## src/rtl/nnet_framer_pkg.sv

```systemverilog
// Shared CHDR tuser field offsets, FSM state types and helpers for the
// nnet stream framer.
package nnet_framer_pkg;

  localparam int unsigned TUSER_W     = 128;
  localparam int unsigned SIZE_W      = 16;
  localparam int unsigned TU_HAS_TIME = 125;
  localparam int unsigned TU_LEN_LSB  = 96;
  localparam int unsigned TU_SRC_LSB  = 80;
  localparam int unsigned TU_DST_LSB  = 64;

  localparam logic [SIZE_W-1:0] HDR_LEN_BASE = 16'd8;
  localparam logic [SIZE_W-1:0] HDR_LEN_TIME = 16'd16;

  typedef enum logic [1:0] {IN_IDLE, IN_PASS, IN_PAD, IN_DROP} in_state_e;
  typedef enum logic {OUT_IDLE, OUT_RUN} out_state_e;

  // A programmed size of zero means a one-sample vector.
  function automatic logic [SIZE_W-1:0] eff_size(input logic [SIZE_W-1:0] s);
    return (s == '0) ? 16'd1 : s;
  endfunction

  function automatic logic [SIZE_W-1:0] sat_inc(input logic [SIZE_W-1:0] v);
    return (v == 16'hFFFF) ? v : v + 16'd1;
  endfunction

endpackage

```

## src/rtl/nnet_hdr_fifo.sv

```systemverilog
// Header FIFO holding one CHDR tuser word per packet in flight between the
// input framer and the output framer.
module nnet_hdr_fifo #(
  parameter int unsigned DEPTH = 4,
  parameter int unsigned W     = 128
) (
  input  logic         clk,
  input  logic         reset_n,
  input  logic         clear,
  input  logic         push,
  input  logic [W-1:0] wdata,
  input  logic         pop,
  output logic [W-1:0] rdata,
  output logic         full,
  output logic         empty
);

  localparam int unsigned AW = (DEPTH > 1) ? $clog2(DEPTH) : 1;
  localparam logic [AW:0] DEPTH_C = (AW+1)'(DEPTH);

  logic [W-1:0]  mem [DEPTH];
  logic [AW-1:0] wr_ptr;
  logic [AW-1:0] rd_ptr;
  logic [AW:0]   count;
  logic          do_push;
  logic          do_pop;

  assign do_push = push && !full;
  assign do_pop  = pop && !empty;
  assign full    = (count == DEPTH_C);
  assign empty   = (count == '0);
  assign rdata   = mem[rd_ptr];

  always_ff @(posedge clk or negedge reset_n) begin
    if (!reset_n) begin
      wr_ptr <= '0;
      rd_ptr <= '0;
      count  <= '0;
    end else if (clear) begin
      wr_ptr <= '0;
      rd_ptr <= '0;
      count  <= '0;
    end else begin
      if (do_push) wr_ptr <= wr_ptr + AW'(1);
      if (do_pop)  rd_ptr <= rd_ptr + AW'(1);
      count <= count + (AW+1)'(do_push) - (AW+1)'(do_pop);
    end
  end

  // Storage carries no reset; validity is tracked by count alone.
  always_ff @(posedge clk) begin
    if (do_push) mem[wr_ptr] <= wdata;
  end

endmodule

```

## src/rtl/nnet_stream_framer.sv

```systemverilog
// Frames a CHDR sample stream into fixed-length HLS vectors (pad/truncate)
// and reframes the HLS result stream with a rewritten CHDR header.
module nnet_stream_framer
  import nnet_framer_pkg::*;
#(
  parameter int unsigned DATA_W    = 16,
  parameter int unsigned BUS_W     = 32,
  parameter int unsigned HDR_DEPTH = 4,
  parameter int unsigned SIGN_EXT  = 1
) (
  input  logic               clk,
  input  logic               reset_n,
  input  logic               clear,
  input  logic [15:0]        next_dst_sid,
  input  logic [15:0]        pkt_size_in,
  input  logic [15:0]        pkt_size_out,
  input  logic [BUS_W-1:0]   i_tdata,
  input  logic [127:0]       i_tuser,
  input  logic               i_tlast,
  input  logic               i_tvalid,
  output logic               i_tready,
  output logic [BUS_W-1:0]   o_tdata,
  output logic [127:0]       o_tuser,
  output logic               o_tlast,
  output logic               o_tvalid,
  input  logic               o_tready,
  output logic [BUS_W-1:0]   m_axis_data_tdata,
  output logic               m_axis_data_tlast,
  output logic               m_axis_data_tvalid,
  input  logic               m_axis_data_tready,
  input  logic [BUS_W-1:0]   s_axis_data_tdata,
  input  logic               s_axis_data_tvalid,
  output logic               s_axis_data_tready,
  output logic [15:0]        pad_count,
  output logic [15:0]        trunc_count
);

  in_state_e     in_state, in_state_nxt;
  out_state_e    out_state, out_state_nxt;
  logic [15:0]   in_cnt, in_cnt_nxt, size_in, size_in_nxt, in_size;
  logic [15:0]   out_cnt, out_cnt_nxt, size_out, size_out_nxt;
  logic [15:0]   pad_nxt, trunc_nxt;
  logic          in_at_last, in_beat, out_at_last, flush;
  logic          hdr_push, hdr_pop, hdr_full, hdr_empty;
  logic [127:0]  hdr_rdata;
  logic          s_tdata_unused;

  assign flush = clear || !reset_n;

  nnet_hdr_fifo #(.DEPTH(HDR_DEPTH), .W(TUSER_W)) u_hdr_fifo (
    .clk    (clk),
    .reset_n(reset_n),
    .clear  (clear),
    .push   (hdr_push),
    .wdata  (i_tuser),
    .pop    (hdr_pop),
    .rdata  (hdr_rdata),
    .full   (hdr_full),
    .empty  (hdr_empty)
  );

  always_ff @(posedge clk or negedge reset_n) begin
    if (!reset_n) begin
      in_state    <= IN_IDLE;
      in_cnt      <= '0;
      size_in     <= 16'd1;
      out_state   <= OUT_IDLE;
      out_cnt     <= '0;
      size_out    <= 16'd1;
      pad_count   <= '0;
      trunc_count <= '0;
    end else begin
      in_state    <= in_state_nxt;
      in_cnt      <= in_cnt_nxt;
      size_in     <= size_in_nxt;
      out_state   <= out_state_nxt;
      out_cnt     <= out_cnt_nxt;
      size_out    <= size_out_nxt;
      pad_count   <= pad_nxt;
      trunc_count <= trunc_nxt;
    end
  end

  // Input framer: the first beat of a packet is forwarded straight from idle.
  always_comb begin
    in_state_nxt       = in_state;
    in_cnt_nxt         = in_cnt;
    size_in_nxt        = size_in;
    pad_nxt            = pad_count;
    trunc_nxt          = trunc_count;
    hdr_push           = 1'b0;
    in_beat            = 1'b0;
    i_tready           = 1'b0;
    m_axis_data_tvalid = 1'b0;
    m_axis_data_tlast  = 1'b0;
    m_axis_data_tdata  = i_tdata;
    in_size            = (in_state == IN_IDLE) ? eff_size(pkt_size_in) : size_in;
    in_at_last         = (in_cnt == in_size - 16'd1);
    case (in_state)
      IN_IDLE: begin
        m_axis_data_tvalid = i_tvalid && !hdr_full;
        i_tready           = m_axis_data_tready && !hdr_full;
        if (i_tvalid && i_tready) begin
          hdr_push    = 1'b1;
          size_in_nxt = in_size;
          in_beat     = 1'b1;
        end
      end
      IN_PASS: begin
        m_axis_data_tvalid = i_tvalid;
        i_tready           = m_axis_data_tready;
        in_beat            = i_tvalid && m_axis_data_tready;
      end
      IN_PAD: begin
        m_axis_data_tvalid = 1'b1;
        m_axis_data_tdata  = '0;
        if (m_axis_data_tready) begin
          if (in_at_last) begin
            in_state_nxt = IN_IDLE;
            in_cnt_nxt   = '0;
          end else begin
            in_cnt_nxt = in_cnt + 16'd1;
          end
        end
      end
      IN_DROP: begin
        i_tready = 1'b1;
        if (i_tvalid && i_tlast) in_state_nxt = IN_IDLE;
      end
      default: in_state_nxt = IN_IDLE;
    endcase

    // Vector full and input tlast together is a clean packet end.
    if (in_beat) begin
      if (in_at_last) begin
        in_cnt_nxt = '0;
        if (i_tlast) begin
          in_state_nxt = IN_IDLE;
        end else begin
          in_state_nxt = IN_DROP;
          trunc_nxt    = sat_inc(trunc_count);
        end
      end else begin
        in_cnt_nxt = in_cnt + 16'd1;
        if (i_tlast) begin
          in_state_nxt = IN_PAD;
          pad_nxt      = sat_inc(pad_count);
        end else begin
          in_state_nxt = IN_PASS;
        end
      end
    end

    m_axis_data_tlast = m_axis_data_tvalid && in_at_last;
    if (flush) begin
      i_tready           = 1'b0;
      m_axis_data_tvalid = 1'b0;
      m_axis_data_tlast  = 1'b0;
      hdr_push           = 1'b0;
    end
    if (clear) begin
      in_state_nxt = IN_IDLE;
      in_cnt_nxt   = '0;
      pad_nxt      = '0;
      trunc_nxt    = '0;
    end
  end

  // Output framer: one header per size_out result beats.
  always_comb begin
    out_state_nxt      = out_state;
    out_cnt_nxt        = out_cnt;
    size_out_nxt       = size_out;
    hdr_pop            = 1'b0;
    o_tvalid           = 1'b0;
    o_tlast            = 1'b0;
    s_axis_data_tready = 1'b0;
    out_at_last        = (out_cnt == size_out - 16'd1);
    case (out_state)
      OUT_IDLE: begin
        if (!hdr_empty) begin
          out_state_nxt = OUT_RUN;
          out_cnt_nxt   = '0;
          size_out_nxt  = eff_size(pkt_size_out);
        end
      end
      OUT_RUN: begin
        o_tvalid           = s_axis_data_tvalid;
        s_axis_data_tready = o_tready;
        o_tlast            = s_axis_data_tvalid && out_at_last;
        if (s_axis_data_tvalid && o_tready) begin
          if (out_at_last) begin
            hdr_pop       = 1'b1;
            out_state_nxt = OUT_IDLE;
            out_cnt_nxt   = '0;
          end else begin
            out_cnt_nxt = out_cnt + 16'd1;
          end
        end
      end
      default: out_state_nxt = OUT_IDLE;
    endcase

    if (flush) begin
      o_tvalid           = 1'b0;
      o_tlast            = 1'b0;
      s_axis_data_tready = 1'b0;
      hdr_pop            = 1'b0;
    end
    if (clear) begin
      out_state_nxt = OUT_IDLE;
      out_cnt_nxt   = '0;
    end
  end

  generate
    if (SIGN_EXT != 0) begin : g_sext
      assign o_tdata = BUS_W'($signed(s_axis_data_tdata[DATA_W-1:0]));
    end else begin : g_zext
      assign o_tdata = BUS_W'(s_axis_data_tdata[DATA_W-1:0]);
    end
  endgenerate

  assign s_tdata_unused = ^s_axis_data_tdata[BUS_W-1:DATA_W];

  // Header rewrite: new length, incoming dst becomes src, new dst.
  always_comb begin
    o_tuser = hdr_rdata;
    o_tuser[TU_LEN_LSB +: 16] = (size_out << 2) +
                                (hdr_rdata[TU_HAS_TIME] ? HDR_LEN_TIME : HDR_LEN_BASE);
    o_tuser[TU_SRC_LSB +: 16] = hdr_rdata[TU_DST_LSB +: 16];
    o_tuser[TU_DST_LSB +: 16] = next_dst_sid;
  end

endmodule

```

## config.mk

```make
export PLATFORM = sky130hd
export DESIGN_NAME = nnet_stream_framer
export DESIGN_NICKNAME = d
export VERILOG_FILES = /design/src/rtl/nnet_framer_pkg.sv /design/src/rtl/nnet_hdr_fifo.sv /design/src/rtl/nnet_stream_framer.sv
export SDC_FILE = /design/constraint.sdc
export NUM_CORES = 1
export LEC_CHECK = 0
export ABC_AREA = 1
export CELL_PAD_IN_SITES_DETAIL_PLACEMENT = 0
export CELL_PAD_IN_SITES_GLOBAL_PLACEMENT = 1
export CORE_ASPECT_RATIO = 1.75
export CORE_MARGIN = 3
export CORE_UTILIZATION = 45
export CTS_CLUSTER_SIZE = 30
export DETAILED_ROUTE_END_ITERATION = 8
export DONT_BUFFER_PORTS = 1
export PLACE_DENSITY_LB_ADDON = 0.1
export SYNTH_ARGS = -nofsm -noshare
export SYNTH_HDL_FRONTEND = slang
export SYNTH_SLANG_ARGS = --single-unit
```

## constraint.sdc

```tcl
create_clock -name clk -period 5.8 [get_ports clk]
set_clock_uncertainty 0.2 [all_clocks]
set_input_delay 0.58 -clock clk [delete_from_list [all_inputs] [get_ports clk]]
set_output_delay 0.58 -clock clk [all_outputs]
set_load 0.005 [all_outputs]
```

## Yosys cells after proc, flatten, opt, wreduce, memory -nomap -nowiden

Memories as Yosys holds them, arrays and structs flattened.
Cells that the tools add are included.

- Add/sub/neg operators: 11
- Equal/unequal tests: 17
- Reductions and logical operators: 33
- Bitwise logic cells: 2
- Mux-type cells: 65

Operators by type and width:

| kind | number |
|---|---|
| two-way mux 16 bit | 22 |
| adder 16 x 1 -> 16 bit (second input constant) | 4 |
| == test 16 bit | 2 |
| == test 16 bit (second input constant) | 2 |
| logical NOT 16 bit | 2 |
| two-way mux 32 bit | 1 |
| one-hot mux 16 bit (2 select lines) | 1 |
| subtractor 16 x 1 -> 16 bit (second input constant) | 2 |
| two-way mux 2 bit | 12 |
| two-way mux 1 bit | 22 |
| adder 16 x 5 -> 16 bit | 1 |
| inequality test 4 bit (second input constant) | 3 |
| AND reduction 4 bit | 3 |
| logical AND 1 bit | 10 |
| nonzero test 2 bit | 5 |
| inequality test 2 bit (second input constant) | 4 |
| AND reduction 2 bit | 4 |
| one-hot mux 1 bit (3 select lines) | 2 |
| nonzero test 3 bit | 2 |
| two-way mux 5 bit | 1 |
| adder 2 x 1 -> 2 bit (second input constant) | 2 |
| == test 2 bit (second input constant) | 2 |
| one-hot mux 1 bit (2 select lines) | 2 |
| one-hot mux 2 bit (2 select lines) | 1 |
| other kinds (13) | 16 |

- Memory bits (writable): 512
- Memories: 1
- Flip-flop bits (word level): 106
- Input port bits: 248

Memory list:

| memory | words | bits a word | read ports | clocked after Yosys merged registers in | wr ports | RTL line | text |
|---|---|---|---|---|---|---|---|
| u_hdr_fifo.mem | 4 | 128 | 1 | 0 | 1 | nnet_hdr_fifo.sv:21 | `logic [W-1:0] mem [DEPTH];` |

## Logic depth before layout (Yosys ltp)

- Word-level depth: 11
- Gate-level depth with buffers: 24

## By module

Synthesis repeated with hierarchy kept, for this count alone.

- Cell total of the unflattened synthesis: 2437
- Area, all modules: 27457.6 um^2

By module, submodules not included:

| module | cells an instance | times used | seq. area each (um^2) | area an instance (um^2) |
|---|---|---|---|---|
| nnet_hdr_fifo | 1301 | 1 | 15549.9 | 19500.0 |
| nnet_stream_framer | 1136 | 1 | 2479.9 | 7957.6 |

## Worst setup path before layout

Ideal clock, no wire load.

- Kind: input to register
- Start: input port clear
- End: memory u_hdr_fifo.mem[0][0] (enable)
- Setup time: 0.552 ns
- Required time: 5.048 ns
- Path slack: -0.320 ns
- Path buffers: 1
- Cell stages on the path: 6
- Arrival: 5.368 ns
- Cell sequence: buf_6 inv_2 nand2_1 nor2_1 inv_1 nor2_1

- Word-level cells in the longest chain between the ends: 5

RTL lines:

| element | RTL line | text |
|---|---|---|
| from (decl) | nnet_stream_framer.sv:13 | `input logic clear,` |
| logical OR 1 bit | nnet_stream_framer.sv:48 | `assign flush = clear \|\| !reset_n;` |
| two-way mux 1 bit | nnet_stream_framer.sv:155 | `if (flush) begin` |
| logical AND 1 bit | nnet_hdr_fifo.sv:28 | `assign do_push = push && !full;` |
| two-way mux 1 bit | nnet_hdr_fifo.sv:52 | `if (do_push) mem[wr_ptr] <= wdata;` |
| two-way mux 1 bit (not written as such) | nnet_hdr_fifo.sv:52 |  |
| to (decl) | nnet_hdr_fifo.sv:21 |  |

Every way passes these cells.

## Worst setup path in the final report

- Start: register u_hdr_fifo.rd_ptr[0]
- End: output port o_tuser[111]

- Word-level cells in the longest chain between the ends: 3

RTL lines:

| element | RTL line | text |
|---|---|---|
| from (decl) | nnet_hdr_fifo.sv:23 | `logic [AW-1:0] rd_ptr;` |
| from (signal assigned) | nnet_hdr_fifo.sv:45 | `if (do_pop) rd_ptr <= rd_ptr + AW'(1);` |
| memory read (4 x 128 bit) | n/a |  |
| two-way mux 5 bit | nnet_stream_framer.sv:230 | `(hdr_rdata[TU_HAS_TIME] ? HDR_LEN_TIME : HDR_LEN_BASE);` |
| adder 16 x 5 -> 16 bit | nnet_stream_framer.sv:229 | `o_tuser[TU_LEN_LSB +: 16] = (size_out << 2) +` |
| to (decl) | nnet_stream_framer.sv:23 | `output logic [127:0] o_tuser,` |

Every way passes these cells.

==> impl_results.md <==
- Outcome: completed
- CP Data Arrival Time: 4.28 ns
- Slowest Stage Delay on Critical Path: 0.70 ns
- Root buffer cell: clkbuf_16
- Post-Synth Simple-Gate Area: 16.5%
- Util after Layout: 51.7%
- Max-Cap Viols: 0
- Post CTS Setup Buffer Count: 0
- Flops & latches, synth: slightly below 500
- Final HPWL DP: 38.7 mm
- First-pass GRT wire length: 89.6 mm
- FMAX: 197 MHz
- Slew Limit Fails: 0
- Resize count post-CTS: 0
- Pleak: 9.55 nW
- Clk_lat worst skew: 0.56 ns
- Crit path top cell by count: inv_1
- CP Cell Sequence: inv_4, nand2_1, a32oi_1, buf_4, inv_1, ha_1, inv_1, fa_1, nor3_1, inv_1, nor4_1, nand2_1, nor3_1, nand3_1, xnor2_1
- First-pass iteration count of the detailed router: 5
- Critical Path Start Type: flop
- Peak supply drop: about 0.30 mV
- Synth async-reset ratio: 21.6%
- GR Overflow Total: 0
- Min-Delay Path Class: primary input to flop
- Power, Total: 7.89 mW
- Post-Route Setup TNS: 0 ns
- Instance count on the critical path: 15
- Post-Route WL: 59.3 mm
- Remaining DRCs: 0
- Post-Layout Inst Area: 25,600 sq um
- Largest net degree at the start of global routing: 107
- Max clock buf depth: 3
- Post-DRT Antenna Nets: 0
- Multiplexer share of the synthesized area: 0%
- Fin cells: approximately 2,900
- Yosys top cell area share: 51.1%
- Critical Path End Type: output pin
- Min cycle time layout: ~5.1 ns
- Critical path buffer and inverter count: 5
- Synth area leaders: edfxtp_1 51%, dfrtp_1 12%, nor2_1 5.7%
- Starting Density: 45.5%
- Clk sinks: 490
- Pre-CTS WS: 1.31 ns
- Power per cell area: between 300 and 400 nW/um^2
- Io pins: 478
- Starting DRT DRC Count: a little under 900
- Die Wd: 175 microns
- Synth cell types: between 50 and 60
- Placed cell area: 22,900 sq um
- Die area: roughly 53,000 sq um
- Row cnt: 108
- Yosys top cell by area: edfxtp_1
- Die Y: 302 microns
- Sequential area share after synthesis: 62.9%
- NumNets Final: 2,438
- Total GRT Usage: 21.8%
- Vias: about 16,000
- Primary FF master, synth: edfxtp_1
- Post-synthesis compound-gate area fraction: 9.04%
- Adder-cell area share of the yosys netlist: between 1 and 1.5%
- Port bufs: 0
- Total CTS buffers: 46
- Share of cells above drive strength 1: under 10%
- RSZ-0062 raised after global routing: false
- Placed Cells: 2,666
- Rel. slew slack: 23.1%
- CP required: between 5 and 6 ns
- Yosys warnings: 0
- Crit Path Class: flop to output pin
- Post-synth EDFFs: 384
- CTS tree: built
- R2R depth: 20
- Clock Pin Slew Worst Setup and Hold Paths: roughly 0.07 ns
- Worst-path fanout max: between 40 and 50
- CP max stage cell: dfrtp_4
- Final hold violations: 0
- Hold path depth: 2
- Xor/xnor share of the synthesized area: roughly 4%
- Vias in the first global route: 15,900
- Largest family of logic cells by synthesized area: simple AND/OR/NAND/NOR gates
- Initial antenna violation count: 7
- Mapped cell area: 22,600 sq um
- WL/cell: 20.6 microns
- WHS: 0.0294 ns
- Slew @ Worst Pin: between 1 and 1.5 ns
- Avg Synthesized Cell Area: around 11 sq um
- H-tree lvl count: 2
- Gate Count Post-Synth: 2,134
- Final setup viols: 0
- Vias/cell: 5.42
- Core Footprint: 49,600 sq um
- Setup ws final: 0.736 ns
- Fin crit share: 87.3%
- Area Growth Syn to Fin: 13.6%
- GPL Wtd Cong: 0.885
- CP top delay family: simple AND/OR/NAND/NOR gates
==> path summary, 6_finish.rpt <==
path,from,endpoint,slack (ns)
setup / recovery,u_hdr_fifo.rd_ptr[0],o_tuser[111],0.74
hold / removal,pkt_size_in[8],size_in[8],0.03
setup reg to reg,size_out[0],u_hdr_fifo.count[2],1.89
hold reg to reg,size_in[1],size_in[1],0.29
max in group asynchronous,reset_n,in_cnt[2],4.46
min in group asynchronous,reset_n,size_out[2],0.44
==> cells by family after synthesis <==
kind of cell	Yosys count
adders and majority gates	18
other	1
xor gates and xnor gates	103
buffers and inverters	316
DFF	490
and+or+nand+nor	834
AOI/OAI and AO/OA	372
==> state kept, by name, summed over array words and instances, names as in the netlist, 3 cells and up <==
register / count
size_in: 16
u_hdr_fifo.mem: 384
trunc_count: 16
pad_count: 16
in_cnt: 16
out_cnt: 16
u_hdr_fifo.count: 3
size_out: 16
==> worst reg2reg max path: cells and delay by family (launching register included) <==
| kind | cells | cell delay [ns] |
|---|---|---|
| xor gates and xnor gates | 3 | 0.55 |
| adders and majority gates | 4 | 1.00 |
| buffers and inverters | 4 | 0.29 |
| DFF | 1 | 0.60 |
| and+or+nand+nor | 9 | 1.12 |
==> cell usage in the layout (no fill, tap or decap), drive strengths merged, types with 2 or more instances in the layout <==
cell type	instances
nor3	24
nand3b	4
dfrtp	104
bufinv	6
nor4	16
a21oi	15
nor2	358
ha	16
inv	161
edfxtp	384
clkinvlp	5
diode	6
xnor2	12
or2	5
o22ai	100
fa	2
nand3	82
nand2	294
a22oi	2
xor2	91
buf	24
dlygate4sd3	117
dfstp	2
conb	2
o21ai	240
clkinv	24
a31oi	7
nand4	49
clkbuf	53
==> report_power, final <==
part | internal (mW) | switching, mW | total, mW
combinational | 0.288 | 0.506 | 0.794
sequential | 3.89 | 0.107 | 4.00
clock | 1.77 | 1.33 | 3.10
==> per-layer routing <==
metal	GRT usage [%]	vias to the layer above	share of wire (%)	wire length, microns
li1	-	7387	-	-
met1	23.8	7622	37	21700
met2	39.2	444	52	30900
met3	6.57	123	7.3	4320
met4	9.01	4	3.8	2280
met5	0	-	0.046	27
==> Yosys cell counts (all sizes together), types with 2 or more instances <==
cell type  count
o22ai        100
clkbuf        80
xor2          91
nor2         358
dfrtp        104
nand3         82
a31oi          7
nand4         49
clkinv         3
inv          161
a22oi          2
a21oi         15
nand3b         4
ha            16
xnor2         12
o21ai        240
buf           71
nor4          16
fa             2
or2            5
nor3          24
dfstp          2
edfxtp       384
nand2        294
==> layout make-up <==
class | instances | area (sq um)
multi-input cells | 1329 | 6940
inverters | 164 | 623
clock buffers | 53 | 1200
fillers | 4464 | 24000
repair buffers | 141 | 1470
well taps | 660 | 826
flip-flops and latches | 490 | 14200
clock inverters | 32 | 365
diodes | 6 | 15.0
==> what timing repair did <==
item	4_1_cts	5_1_grt
endpoints found under the setup margin	0	0
endpoints found under the hold margin	529	0
hold buffers	118	0
Power figures use the tool's default switching activity.
==> patch, RTL diff (same flow settings) <==
`BUS_W`: 32 -> 48.
--- a/src/rtl/nnet_stream_framer.sv
+++ b/src/rtl/nnet_stream_framer.sv
@@ -4,7 +4,7 @@
   import nnet_framer_pkg::*;
 #(
   parameter int unsigned DATA_W    = 16,
-  parameter int unsigned BUS_W     = 32,
+  parameter int unsigned BUS_W     = 48,
   parameter int unsigned HDR_DEPTH = 4,
   parameter int unsigned SIGN_EXT  = 1
 ) (
Ports: changed (resized i_tdata, m_axis_data_tdata, o_tdata and s_axis_data_tdata); port bits go from 478 to 542. No check against the original RTL was run, so the function may have changed too.
==> patch against the unedited design <==
Synthesized area grew 1.5%. Total power increased by 2.3%. Fmax hardly changed. Setup slack worse by 0.0014 ns. Sequential cell count unchanged. Routed wire length is 7.9% higher. Final area up 0.91%. Synthesized cell count rose by 4.7%.
==> patch: results <==
status:
  status: "finished, final reports clean"
pwr:
  p_int_w: 0.00606
  p_clk_w: 0.00319
  vdd.ir_drop.worst_v: 0.000272
  seq-power_w: 0.00399
  power.leakage_nw: 9.99
  powerDensity_nw_per_um2: 312
drt:
  drt-initial-drc-count: 1005
  route.met3.wl_mm: 4.85
  met2_length_mm: 33.3
  wl_met1_mm: 24.1
  vias_per_cell: 5.44
grt:
  grt_max_degree: 192
  grt_pass1_wl_mm: 95.4
  grtUsageMet1_pct: 26.4
  gr-usage-met2_pct: 41.4
  grt_pass1_vias: 16000
  grt_usage_pct: 23.0
  globalRouteMet3Util_pct: 6.82
synth:
  ys_seq_area_share_pct: 62.0
  synth_cell_types: 51
  synth.avg_cell_area_um2: 10.2
  yosys-top-cells-area: "edfxtp_1 (50%), dfrtp_1 (11%), nor2_1 (5.7%)"
  synthAdderAreaFrac_pct: 1.05
  synth_compound_area_share_pct: 9.14
  yosys-top-cells-count: "edfxtp_1 (384), nor2_1 (349), nand2_1 (270)"
finish:
  finalNonFillerCells: 2959
  final_nets: 2554
  fill_cells: 4514
placed_design:
  dp_hpwl_mm: 43.2
  place_inst: 2753
  gp_congestion: 0.877
  dpl_cell_area_um2: 23100
timing:
  hold_ws_ns: 0.0367
  relSlewSlack_pct: 21.9
clock_tree:
  hold_buffers: 115
setup_path:
  path_max_fanout: 90
  reg2reg_slack_ns: 1.71
  slowest_delay_ns: 1.04
  arrival_ns: 4.29
worst_hold_path:
  hold_start: "clear"
-- patch: cell count changes after synthesis, sizes merged, moves of 12 or more --
cell   before  now
nor3       24   37
nand2     294  278
nand4      49   61
inv       161  214
nand3      82  104
o21ai     240  256
-- patch: cell type report --
type                            instances  area, um2  area share (%)
Inverter                              216        813            3.14
Multi-Input combinational cell       1363       7040            27.2
Sequential cell                       490      14200            54.9
Timing Repair Buffer                  139       1370            5.31
Antenna cell                            6       15.0          0.0580
Clock buffer                           48       1160            4.48
Tap cell                              660        826            3.19
Clock inverter                         37        444            1.72
-- patch: how the worst max path moves through the flow --
| stage | slack (ns) | cells after the start | endpoint |
|---|---|---|---|
| 2_1_floorplan | -0.82 | 7 | u_hdr_fifo.mem[0][0] |
| 3_3_place_gp | 1.29 | 15 | o_tuser[111] |
| 3_5_place_dp | 1.23 | 15 | o_tuser[111] |
| 4_1_cts | 0.61 | 15 | o_tuser[111] |
| 5_1_grt | 0.31 | 15 | o_tuser[111] |
| 6_report | 0.73 | 15 | o_tuser[111] |
